**src/rtl/fetch_pc_unit.sv**
```systemverilog
// fetch_pc_unit: instruction-fetch front end.
// Owns the program counter, presents it to the instruction memory as a byte
// address, and captures the returned word into an output register that is
// handed downstream over a valid/ready handshake. Taken branches and jumps
// redirect the PC. A misaligned redirect or an out-of-range fetch parks the
// unit in a terminal FAULT state that only reset leaves.
module fetch_pc_unit #(
    parameter logic [31:0] RESET_PC   = 32'h0000_0000,
    parameter int unsigned IMEM_WORDS = 2048
) (
    input  logic        clk,
    input  logic        rst,
    input  logic        stall,
    input  logic        br_taken,
    input  logic [31:0] br_target,
    output logic [31:0] imem_addr,
    input  logic [31:0] imem_rdata,
    output logic [31:0] inst_o,
    output logic [31:0] pc_o,
    output logic [31:0] pc4_o,
    output logic        valid_o,
    input  logic        ready_i,
    output logic        misalign_o,
    output logic        oob_o,
    output logic [31:0] fetch_cnt
);

    // ------------------------------------------------------------------
    // State encoding
    // ------------------------------------------------------------------
    // IDLE : first cycle out of reset, the address settles, no capture.
    // RUN  : normal fetch.
    // FAULT: terminal, everything frozen until reset.
    localparam logic [1:0] ST_IDLE  = 2'd0;
    localparam logic [1:0] ST_RUN   = 2'd1;
    localparam logic [1:0] ST_FAULT = 2'd2;

    // Memory depth widened to 32 bits so it compares cleanly with the
    // word index of the PC.
    localparam logic [31:0] LP_IMEM_WORDS = 32'(IMEM_WORDS);

    // ------------------------------------------------------------------
    // Registers
    // ------------------------------------------------------------------
    logic [1:0]  r_state;
    logic [31:0] r_pc;
    logic [31:0] r_inst;
    logic [31:0] r_pc_o;
    logic [31:0] r_pc4;
    logic        r_valid;
    logic        r_misalign;
    logic        r_oob;
    logic [31:0] r_fetch_cnt;

    // ------------------------------------------------------------------
    // Combinational decode
    // ------------------------------------------------------------------
    logic [1:0]  w_state_next;
    logic        w_free;
    logic        w_in_range;
    logic        w_target_misaligned;
    logic [31:0] w_pc_plus4;
    logic        w_do_misalign;
    logic        w_do_redirect;
    logic        w_do_oob;
    logic        w_do_capture;
    logic        w_do_consume;

    // The output slot can take a new word when it is empty or being drained.
    assign w_free              = !r_valid || ready_i;
    // Word index of the current PC must lie inside the instruction memory.
    assign w_in_range          = ({2'b00, r_pc[31:2]} < LP_IMEM_WORDS);
    assign w_target_misaligned = (br_target[1:0] != 2'b00);
    // Sequential successor, modulo 2^32.
    assign w_pc_plus4          = r_pc + 32'd4;

    // Pick exactly one action per cycle in RUN, highest priority first.
    always_comb begin
        // NOTE: every signal gets a default before the branches, so no path
        // leaves it unassigned and no latch is inferred.
        w_do_misalign = 1'b0;
        w_do_redirect = 1'b0;
        w_do_oob      = 1'b0;
        w_do_capture  = 1'b0;
        w_do_consume  = 1'b0;
        if (r_state == ST_RUN) begin
            if (br_taken && w_target_misaligned) begin
                w_do_misalign = 1'b1;
            end else if (br_taken) begin
                // Flush wins over stall and over a held, unconsumed output.
                w_do_redirect = 1'b1;
            end else if (w_free && !stall && !w_in_range) begin
                w_do_oob = 1'b1;
            end else if (w_free && !stall) begin
                w_do_capture = 1'b1;
            end else if (r_valid && ready_i) begin
                w_do_consume = 1'b1;
            end
        end
    end

    // Next-state selection for the control FSM.
    always_comb begin
        w_state_next = r_state;
        case (r_state)
            ST_IDLE: w_state_next = ST_RUN;
            ST_RUN: begin
                if (w_do_misalign || w_do_oob) begin
                    w_state_next = ST_FAULT;
                end
            end
            ST_FAULT: w_state_next = ST_FAULT;
            default:  w_state_next = ST_FAULT;
        endcase
    end

    // ------------------------------------------------------------------
    // Sequential state
    // ------------------------------------------------------------------

    // Control FSM register.
    always_ff @(posedge clk or posedge rst) begin
        // NOTE: registers are written with <= so every flop samples the
        // pre-edge values, independent of block ordering.
        if (rst) begin
            r_state <= ST_IDLE;
        end else begin
            r_state <= w_state_next;
        end
    end

    // Program counter: redirect on a taken branch, step by 4 on capture.
    always_ff @(posedge clk or posedge rst) begin
        if (rst) begin
            r_pc <= RESET_PC;
        end else if (w_do_redirect) begin
            r_pc <= br_target;
        end else if (w_do_capture) begin
            r_pc <= w_pc_plus4;
        end
    end

    // Output payload: instruction word, its PC and the sequential successor.
    always_ff @(posedge clk or posedge rst) begin
        if (rst) begin
            r_inst <= 32'd0;
            r_pc_o <= 32'd0;
            r_pc4  <= 32'd0;
        end else if (w_do_capture) begin
            r_inst <= imem_rdata;
            r_pc_o <= r_pc;
            r_pc4  <= w_pc_plus4;
        end
    end

    // Output valid: set by capture, cleared by flush, fault or consumption.
    always_ff @(posedge clk or posedge rst) begin
        if (rst) begin
            r_valid <= 1'b0;
        end else if (w_do_misalign || w_do_redirect || w_do_oob || w_do_consume) begin
            r_valid <= 1'b0;
        end else if (w_do_capture) begin
            r_valid <= 1'b1;
        end
    end

    // Sticky fault flags, cleared only by reset.
    always_ff @(posedge clk or posedge rst) begin
        if (rst) begin
            r_misalign <= 1'b0;
            r_oob      <= 1'b0;
        end else begin
            if (w_do_misalign) begin
                r_misalign <= 1'b1;
            end
            if (w_do_oob) begin
                r_oob <= 1'b1;
            end
        end
    end

    // Count of captured instructions, wrapping at 2^32.
    always_ff @(posedge clk or posedge rst) begin
        if (rst) begin
            r_fetch_cnt <= 32'd0;
        end else if (w_do_capture) begin
            r_fetch_cnt <= r_fetch_cnt + 32'd1;
        end
    end

    // ------------------------------------------------------------------
    // Outputs
    // ------------------------------------------------------------------
    assign imem_addr  = r_pc;
    assign inst_o     = r_inst;
    assign pc_o       = r_pc_o;
    assign pc4_o      = r_pc4;
    assign valid_o    = r_valid;
    assign misalign_o = r_misalign;
    assign oob_o      = r_oob;
    assign fetch_cnt  = r_fetch_cnt;

endmodule

```
**config.mk**
```make
export PLATFORM = sky130hd
export DESIGN_NAME = fetch_pc_unit
export DESIGN_NICKNAME = d
export VERILOG_FILES = /design/src/rtl/fetch_pc_unit.sv
export SDC_FILE = /design/constraint.sdc
export NUM_CORES = 1
export LEC_CHECK = 0
export CORE_MARGIN = 5
export CORE_UTILIZATION = 30
export DETAILED_ROUTE_END_ITERATION = 6
export GPL_TIMING_DRIVEN = 1
export PLACE_DENSITY = 0.55
export SLEW_MARGIN = 10
export SYNTH_ARGS = -nofsm -noshare
export SYNTH_HDL_FRONTEND = slang
export SYNTH_SLANG_ARGS = --single-unit
```
**constraint.sdc**
```tcl
create_clock -name clk -period 8 [get_ports clk]
set_clock_uncertainty 0.2 [all_clocks]
set_input_delay 1.2 -clock clk [delete_from_list [all_inputs] [get_ports clk]]
set_output_delay 1.2 -clock clk [all_outputs]
set_load 0.005 [all_outputs]
```
==> flow_summary.yaml, run 1 <==
critical_path:
  critical_path_class: "primary input to flip-flop"
  critPathCaptureType: "flip-flop"
  worstPathCellList: "clkdlybuf4s50_1 -> or4_4 -> or3_4 -> buf_4 -> mux2i_1 -> a21o_1"
  cp-start-kind: "primary input"
  path_buf_inv: 2
  crit_arrival_ns: 3.74
  cpMaxStageDelayCell: "or3_4"
  slowest_delay_ns: 0.62
  crit_fanout: 60
  required_ns: 8.11
  crit_family: "simple AND/OR/NAND/NOR gates"
finish:
  fillers: 2082
  diodes: 0
  finish.instance_area_sq_mm: 0.00979
  layout.nets: 942
  area_growth_pct: 48.4
  drive_above_1_share_pct: 5.43
logic_synthesis:
  synthCells: 648
  synth_top_area_share_pct: 61.9
  synth-seq-area-share_pct: 61.9
  synth_area_leaders: "dfrtp_1 (62%), nand2_1 (12%), xnor2_1 (3.9%)"
  syn_area_per_cell_sq_um: 10.2
  synth_edf_count: 0
  synthesis.area_sq_mm: 0.00659
  synthesis.nets: 719
  ys_types: 37
  synthArstFlopShare_pct: 100
  synthFlopType: "dfrtp_1"
  synth.largest_area_cell: "dfrtp_1"
  yosys_warnings: 0
  synth.ff_latch_count: 163
timing:
  hold_viol: 0
  rsz0062_at_grt: "false"
  finalCriticalPeriod_ns: 3.63
  fmax_mhz: 275
  relSlewSlack_pct: 39.0
  slew_viol_final: 0
  post-route-period-util_pct: 45.4
  fin_worst_hold_slack_ns: 0.267
  tightest_slew_ns: 0.907
  final.setup.tns_ns: 0
  setup_viol: 0
clock_tree:
  clkTransAtPathRegs_ns: 0.07
  clockBufferDepth: 2
  cts_made_buffers: 17
  post_cts_buffers: 0
  postCtsHoldBufs: 0
  tritoncts: "done"
  cts.sinks: 163
  root_buffer: "clkbuf_16"
  cts_resized: 0
  clk_latency_ns: 0.42
  htreeDepth: 4
grt:
  met1_usage_pct: 20.1
  top_usage_layer: "met2"
  grt.total_usage_pct: 15.0
  antenna_found_initial: 0
  grt_start_max_net_pins: 100
  grt_pass1_wl_microns: 29400
  grt_remaining_overflow: 0
  met2_usage_pct: 22.8
  grt_pass1_vias: 5244
  gr-usage-met3_pct: 5.71
drt:
  dr.pass1.iters: 4
  ant_nets: 0
  drt_first_iter_violations: 153
  route.detailed.wl_per_inst_microns: 16.0
  drc_errors: 0
  viasPerCell: 4.53
  drt_wl_total_microns: 18700
  via_count: 5270
floorplan:
  die_area_sq_mm: 0.0250
  initial_core_util_pct: 30.3
  io_pins: 232
  core-area_sq_mm: 0.0218
  fp.dieW_microns: 158
  dieHeight_microns: 158
  rows: 54
placed_design:
  placed_area_sq_mm: 0.00918
  place.port_buffers: 231
  gp_congestion: 0.763
  dp.final_hpwl_microns: 12800
power_and_ir_drop:
  sw_frac_of_total_pct: 29.3
  internal_power_mw: 1.81
  ir_drop_mv: 0.163
  power_frac_comb_pct: 23.5
  p_leak_nw: 4.55
  seqPwrFrac_pct: 43.4
  pwr-share-clk_pct: 33.0
  power_density_mw_per_mm2: 262
  p_sw_mw: 0.749
worst_hold_path:
  hold_path_class: "flip-flop to flip-flop"
status:
  status: "finished clean"
run:
  drv_cap: 0
==> synth_stat cells, types with 6 or more instances <==
library cell,n
and4_1,6
nor4_1,14
nand3_1,14
clkbuf_1,27
a22oi_1,7
nor3_1,8
nor2_1,27
and3_1,7
inv_1,11
a21oi_1,10
and2_1,40
mux2i_1,10
xnor2_1,29
dfrtp_1,163
nand2_1,204
xor2_1,10
o21ai_0,15
nand4_1,15
==> per-stage QoR <==
stage                     setup slack, ns  power (mW)  util, %  cells
after detailed placement             3.93        1.74     42.2   1132
final                                4.37        2.56     45.0   1164
after global routing                 4.28        2.72     45.0   1164
after global placement               3.95        1.74     42.2   1132
after floorplan                      2.20        1.32        -    648
after CTS                            4.38        2.61     45.0   1164
==> worst register-to-register path, stage by stage, from the launching register on <==
cell,delay (ns)
dfrtp_1,0.41
nor4_1,0.37
nand4_1,0.32
or3_4,0.70
buf_4,0.46
mux2i_1,0.21
a21o_1,0.20
==> path summary, 6_finish.rpt <==
path / start / end / slack, ns / depth (start not counted)
worst max-delay path: br_taken / imem_addr[6] / 4.37 / 6
worst max register to register: imem_addr[26] / imem_addr[6] / 5.02 / 6
worst min register to register: inst_o[30] / inst_o[30] / 0.27 / 2
max in group asynchronous: rst / pc4_o[8] / 5.00 / 3
min in group asynchronous: rst / pc4_o[30] / 1.17 / 2
worst min-delay path: inst_o[30] / inst_o[30] / 0.27 / 2
==> power groups by stage <==
stage                     clock [mW]  sequential (mW)  combinational, mW
after floorplan                    0             1.10              0.214
after global placement             0             1.13              0.613
after detailed placement           0             1.13              0.611
after CTS                      0.876             1.12              0.615
after global routing           0.907             1.14              0.669
final                          0.845             1.11              0.602
==> per-layer routing <==
metal / wire [microns] / up-vias
met5: 0 / -
met4: 246 / 0
met3: 1720 / 15
met2: 8410 / 156
met1: 8290 / 2537
li1: - / 2562
==> placed cells by master (no fill, tap or decap), types with 14 or more instances in the layout <==
cell             count
clkdlybuf4s50_1    231
nand2_1            204
dfrtp_1            163
and2_1              40
xnor2_1             29
nor2_1              27
clkbuf_16           17
o21ai_0             15
nand4_1             15
nand3_1             14
nor4_1              14
==> state kept, by name (all words and copies together), names as in the netlist <==
register / flops
fetch_cnt: 32
valid_o: 1
misalign_o: 1
pc4_o: 30
pc_o: 32
inst_o: 32
oob_o: 1
r_state: 2
imem_addr: 32
==> area by class of cell <==
class / count / area (sq um) / area share [%]
repair buffers: 238 / 2360 / 24.2
inverters: 11 / 46.3 / 0.473
clock inverters: 14 / 170 / 1.74
flip-flops and latches: 163 / 4080 / 41.7
well taps: 280 / 350 / 3.58
clock buffers: 18 / 439 / 4.49
multi-input cells: 440 / 2340 / 23.9
==> cells by family after synthesis <==
| family | Yosys count | share of synthesized area (%) |
|---|---|---|
| muxes | 10 | 1.52 |
| DFF | 163 | 61.9 |
| xor gates and xnor gates | 39 | 5.18 |
| and+or+nand+nor | 349 | 24.5 |
| buffers and inverters | 45 | 2.94 |
| adders and majority gates | 2 | 0.379 |
| AOI/OAI and AO/OA | 40 | 3.62 |
Power figures use the tool's default switching activity.
==> run 2: changes to the inputs <==
--- a/config.mk
+++ b/config.mk
@@ -9,7 +9,7 @@
 export CORE_UTILIZATION = 30
 export DETAILED_ROUTE_END_ITERATION = 6
 export GPL_TIMING_DRIVEN = 1
-export PLACE_DENSITY = 0.55
+export PLACE_DENSITY = 0.57
 export SLEW_MARGIN = 10
 export SYNTH_ARGS = -nofsm -noshare
 export SYNTH_HDL_FRONTEND = slang
==> constraint.sdc (replaced) <==
create_clock -name clk -period 3.11 [get_ports clk]
set_clock_uncertainty 0.2 [all_clocks]
set_input_delay 0.4665 -clock clk [delete_from_list [all_inputs] [get_ports clk]]
set_output_delay 0.4665 -clock clk [all_outputs]
set_load 0.005 [all_outputs]
==> run 2 against run 1 <==
  * Cell area increased by 1.4%
  * Combinational power rose to 2.6 times the previous value
  * Sequential power grew to 2.6 times the previous value
  * Die area unchanged
  * Non-clock buffer count is 9 higher
  * Sequential cell count is the same
  * Worst setup slack worse by 3.8 ns
  * Largest cell class unchanged
  * Largest power group unchanged
  * Highest routed layer unchanged
==> flow_summary.yaml, run 2 (synthesis results as in run 1) <==
timing:
  fin_worst_hold_slack_ns: 0.265
  fin_ws_ns: 0.557
  setup_viol: 0
  relSlewSlack_pct: 57.3
  slew_viol_final: 0
  final.setup.tns_ns: 0
  fmax_mhz: 392
  hold_viol: 0
  finalCriticalPeriod_ns: 2.55
  rsz0062_at_grt: "false"
  post-route-period-util_pct: 82.1
  tightest_slew_ns: 0.639
drt:
  drt_wl_total_microns: 18500
  dr.pass1.iters: 6
  drt_first_iter_violations: 185
  route.detailed.wl_per_inst_microns: 15.8
  ant_nets: 0
  viasPerCell: 4.45
  drc_errors: 0
  via_count: 5225
placed_design:
  pre_cts_ws_ns: 0.187
  place.port_buffers: 231
  placed_area_sq_mm: 0.00933
  gp_congestion: 0.748
  dp.final_hpwl_microns: 13500
critical_path:
  crit_start: "imem_addr[26]"
  ff2ff_path_depth: 6
  rrSetupSlack_ns: 0.56
  slowest_delay_ns: 0.60
  cpMaxStageDelayCell: "or3_4"
  crit_arrival_ns: 2.67
  r2r_start: "imem_addr[26]"
  critical_path_class: "flip-flop to flip-flop"
  worstPathCellList: "nor4_1 -> nand4_1 -> or3_4 -> buf_12 -> mux2i_1 -> a21o_1"
  cp-start-kind: "flip-flop"
  required_ns: 3.22
  critPathCaptureType: "flip-flop"
  crit_fanout: 42
finish:
  regArea_sq_mm: 0.00408
  layout_commonest_cell: "clkdlybuf4s50_1"
  multi_input_area_sq_mm: 0.00234
  area_growth_pct: 50.5
  finish.instance_area_sq_mm: 0.00992
  drive_above_1_share_pct: 6.38
  fillers: 2098
  layout.nets: 951
  utilization_pct: 45.6
  layout_common_cells: "clkdlybuf4s50_1 (231), nand2_1 (204), dfrtp_1 (163), and2_1 (40), xnor2_1 (29)"
grt:
  grt_pass1_wl_microns: 29100
  grt_remaining_overflow: 0
  antenna_found_initial: 1
  grt.total_usage_pct: 14.8
  grt_pass1_vias: 5274
  grt_start_max_net_pins: 54
floorplan:
  fp.dieW_microns: 158
  rows: 54
  core-area_sq_mm: 0.0218
  dieHeight_microns: 158
  initial_core_util_pct: 30.3
  die_area_sq_mm: 0.0250
  io_pins: 232
clock_tree:
  cts_resized: 0
  root_buffer: "clkbuf_16"
  postCtsHoldBufs: 0
  tritoncts: "done"
  clockBufferDepth: 2
  cts.sinks: 163
  htreeDepth: 4
  clk_latency_ns: 0.42
  post_cts_buffers: 0
  clkTransAtPathRegs_ns: 0.07
  cts_made_buffers: 17
worst_hold_path:
  hp-start: "inst_o[29]"
  hold_path_class: "flip-flop to flip-flop"
  hold_path_depth: 2
power_and_ir_drop:
  power_density_mw_per_mm2: 656
  p_leak_nw: 4.62
  ir_drop_mv: 0.473
status:
  status: "finished clean"
run:
  drv_cap: 0
run 2: cell types whose count changed in the layout (fill, tap and decap cells not counted):
cell,delta
inv_6,+2
clkinv_4,-2
bufinv_16,-1
buf_12,+7
clkbuf_8,-1
diode_2,+1
buf_4,+2
inv_8,+2
run 2: routing by layer:
metal	part of all wire, %	global-route usage, %	vias to the layer above
met3	9.1	6.22	20
met5	0	0	-
li1	-	-	2578
met4	1.4	4.35	0
met1	44	19.5	2471
met2	46	22.4	156
run 2: critical path, delay by kind of cell, from the launching register on:
family,cells,cell delay [ns]
simple gates,3,1.29
flops,1,0.41
buf+inv,1,0.22
compound gates,1,0.18
mux,1,0.13
run 2: worst paths after layout:
| check | end |
|---|---|
| max | imem_addr[12] |
| min | inst_o[29] |
| max reg2reg | imem_addr[12] |
| min reg2reg | inst_o[29] |
| max in group asynchronous | pc4_o[24] |
| min in group asynchronous | pc_o[17] |
run 2: area by class of cell:
cell class | instances | share of cell area (%)
Inverter | 11 | 0.454
Antenna cell | 1 | 0.0252
Multi-Input combinational cell | 440 | 23.5
Timing Repair Buffer | 247 | 25.4
Clock inverter | 15 | 1.65
Tap cell | 280 | 3.53
Clock buffer | 17 | 4.29
Sequential cell | 163 | 41.1
run 2: power by group:
part	internal [mW]	switching (mW)
Clock	1.15	0.956
Sequential	2.48	0.380
Combinational	0.946	0.596
run 2: through the flow:
| stage | power [mW] | instances |
|---|---|---|
| 6_report | 6.51 | 1174 |
| 5_1_grt | 6.93 | 1174 |
| 4_1_cts | 6.63 | 1173 |
| 3_5_place_dp | 4.48 | 1141 |
| 3_3_place_gp | 4.47 | 1141 |
| 2_1_floorplan | 3.39 | 648 |
==> run 3: changes to the inputs <==
--- a/config.mk
+++ b/config.mk
@@ -9,7 +9,7 @@
 export CORE_UTILIZATION = 30
 export DETAILED_ROUTE_END_ITERATION = 6
 export GPL_TIMING_DRIVEN = 1
-export PLACE_DENSITY = 0.57
+export PLACE_DENSITY = 0.55
 export SLEW_MARGIN = 10
 export SYNTH_ARGS = -nofsm -noshare
 export SYNTH_HDL_FRONTEND = slang
==> constraint.sdc (replaced) <==
create_clock -name clk -period 2.6 [get_ports clk]
set_clock_uncertainty 0.2 [all_clocks]
set_input_delay 0.39 -clock clk [delete_from_list [all_inputs] [get_ports clk]]
set_output_delay 0.39 -clock clk [all_outputs]
set_load 0.005 [all_outputs]
==> run 3 against run 2 <==
  * Worst setup slack lost 0.36 ns
  * Via count grew 1.6%
  * Total power grew 22%
  * Die area is the same
  * Sequential cell count is the same
  * First-iteration DRC count grew 42%
  * Critical path depth is the same
  * Worst hold slack lost 0.080 ns
  * Sequential power grew 20%
  * Wire length grew 2.3%
  * Utilization grew 0.61 points
  * Register-to-register slack lost 0.36 ns
  * Critical endpoint is now imem_addr[10]
  * Highest routed layer is now met5
==> flow_summary.yaml, run 3 (synthesis results as in run 1) <==
status:
  status: "finished clean"
timing:
  finalCriticalPeriod_ns: 2.40
  post-route-period-util_pct: 92.3
  fmax_mhz: 417
  tightest_slew_ns: 0.575
  fin_ws_ns: 0.199
  fin_worst_hold_slack_ns: 0.185
  rsz0062_at_grt: "false"
  final.setup.tns_ns: 0
  slew_viol_final: 0
  hold_viol: 0
  setup_viol: 0
  relSlewSlack_pct: 61.6
placed_design:
  dp.final_hpwl_microns: 13500
  gp_congestion: 0.751
  place.port_buffers: 231
  pre_cts_ws_ns: -0.111
clock_tree:
  root_buffer: "clkbuf_16"
  cts_resized: 0
  postCtsHoldBufs: 0
  clockBufferDepth: 2
  clkTransAtPathRegs_ns: 0.07
  tritoncts: "done"
  clk_latency_ns: 0.42
  cts_made_buffers: 17
  cts.sinks: 163
  post_cts_buffers: 0
  htreeDepth: 4
floorplan:
  die_area_sq_mm: 0.0250
  io_pins: 232
  core-area_sq_mm: 0.0218
  fp.dieW_microns: 158
  rows: 54
  initial_core_util_pct: 30.3
  dieHeight_microns: 158
critical_path:
  required_ns: 2.73
  crit_arrival_ns: 2.53
  r2r_start: "r_state[1]"
  ff2ff_path_depth: 6
  worst_r2r_endpoint: "imem_addr[10]"
  crit_fanout: 37
  cp-start-kind: "flip-flop"
  rrSetupSlack_ns: 0.20
  critical_path_class: "flip-flop to flip-flop"
  critPathCaptureType: "flip-flop"
grt:
  grt_start_max_net_pins: 59
  antenna_found_initial: 1
  grt_remaining_overflow: 0
  grt_pass1_vias: 5285
  grt.total_usage_pct: 15.3
  grt_pass1_wl_microns: 29700
finish:
  layout_common_cells: "clkdlybuf4s50_1 (231), nand2_1 (204), dfrtp_1 (163), and2_1 (40), xnor2_1 (29)"
  area_growth_pct: 52.5
  drive_above_1_share_pct: 7.93
  layout_commonest_cell: "clkdlybuf4s50_1"
  diodes: 0
  layout.nets: 966
drt:
  route.detailed.wl_per_inst_microns: 15.9
  drc_errors: 0
  viasPerCell: 4.47
  drt_first_iter_violations: 262
  ant_nets: 0
  dr.pass1.iters: 5
  drt_wl_total_microns: 18900
  via_count: 5311
power_and_ir_drop:
  power_density_mw_per_mm2: 789
  p_total_mw: 7.94
  ir_drop_mv: 0.461
  p_leak_nw: 4.68
worst_hold_path:
  hold_path_class: "primary input to asynchronous set/reset pin"
run:
  drv_cap: 0
run 3: layout make-up:
cell class | instances | area, sq um
tap | 280 | 350
clock inverter | 14 | 176
inverter | 11 | 45.0
sequential | 163 | 4080
multi-input combinational | 440 | 2340
clock buffer | 18 | 429
timing repair buffer | 262 | 2630
fill | 2094 | 11700
run 3: worst max-delay path by stage:
stage	start	endpoint	slack, ns	cells past startpoint
5_1_grt	imem_addr[26]	imem_addr[10]	0.06	6
4_1_cts	imem_addr[26]	imem_addr[10]	0.13	6
2_1_floorplan	rst	fetch_cnt[0]	-0.06	1
3_3_place_gp	br_taken	inst_o[7]	-0.09	7
3_5_place_dp	br_taken	imem_addr[12]	-0.11	6
6_report	r_state[1]	imem_addr[10]	0.20	6
run 3: power breakdown:
group	internal, mW	switching [mW]	leakage [nW]
Clock	1.52	1.08	0.280
Sequential	2.97	0.443	2.17
Combinational	1.17	0.745	2.23
run 3: critical path, cell delays in order (launching register included):
cell and delay (ns):
dfrtp_1 0.40, nand2b_4 0.16, or4_4 0.48, or3_4 0.45, buf_4 0.27, mux2i_1 0.15, o21ai_0 0.18
run 3: stage by stage:
stage                     area, sq um  utilization (%)  instances
after CTS                       10000             46.2       1188
after floorplan                  6600                -        648
after global placement           9440             43.4       1156
after detailed placement         9440             43.4       1156
final                           10100             46.2       1188
after global routing            10100             46.2       1188
run 3: per-layer routing:
layer / up-vias / wire [microns] / global-route usage (%)
met5: - / 7 / 0
met2: 158 / 8610 / 22.9
met1: 2537 / 8470 / 20.7
met3: 11 / 1720 / 6.17
li1: 2603 / - / -
met4: 2 / 134 / 3.74
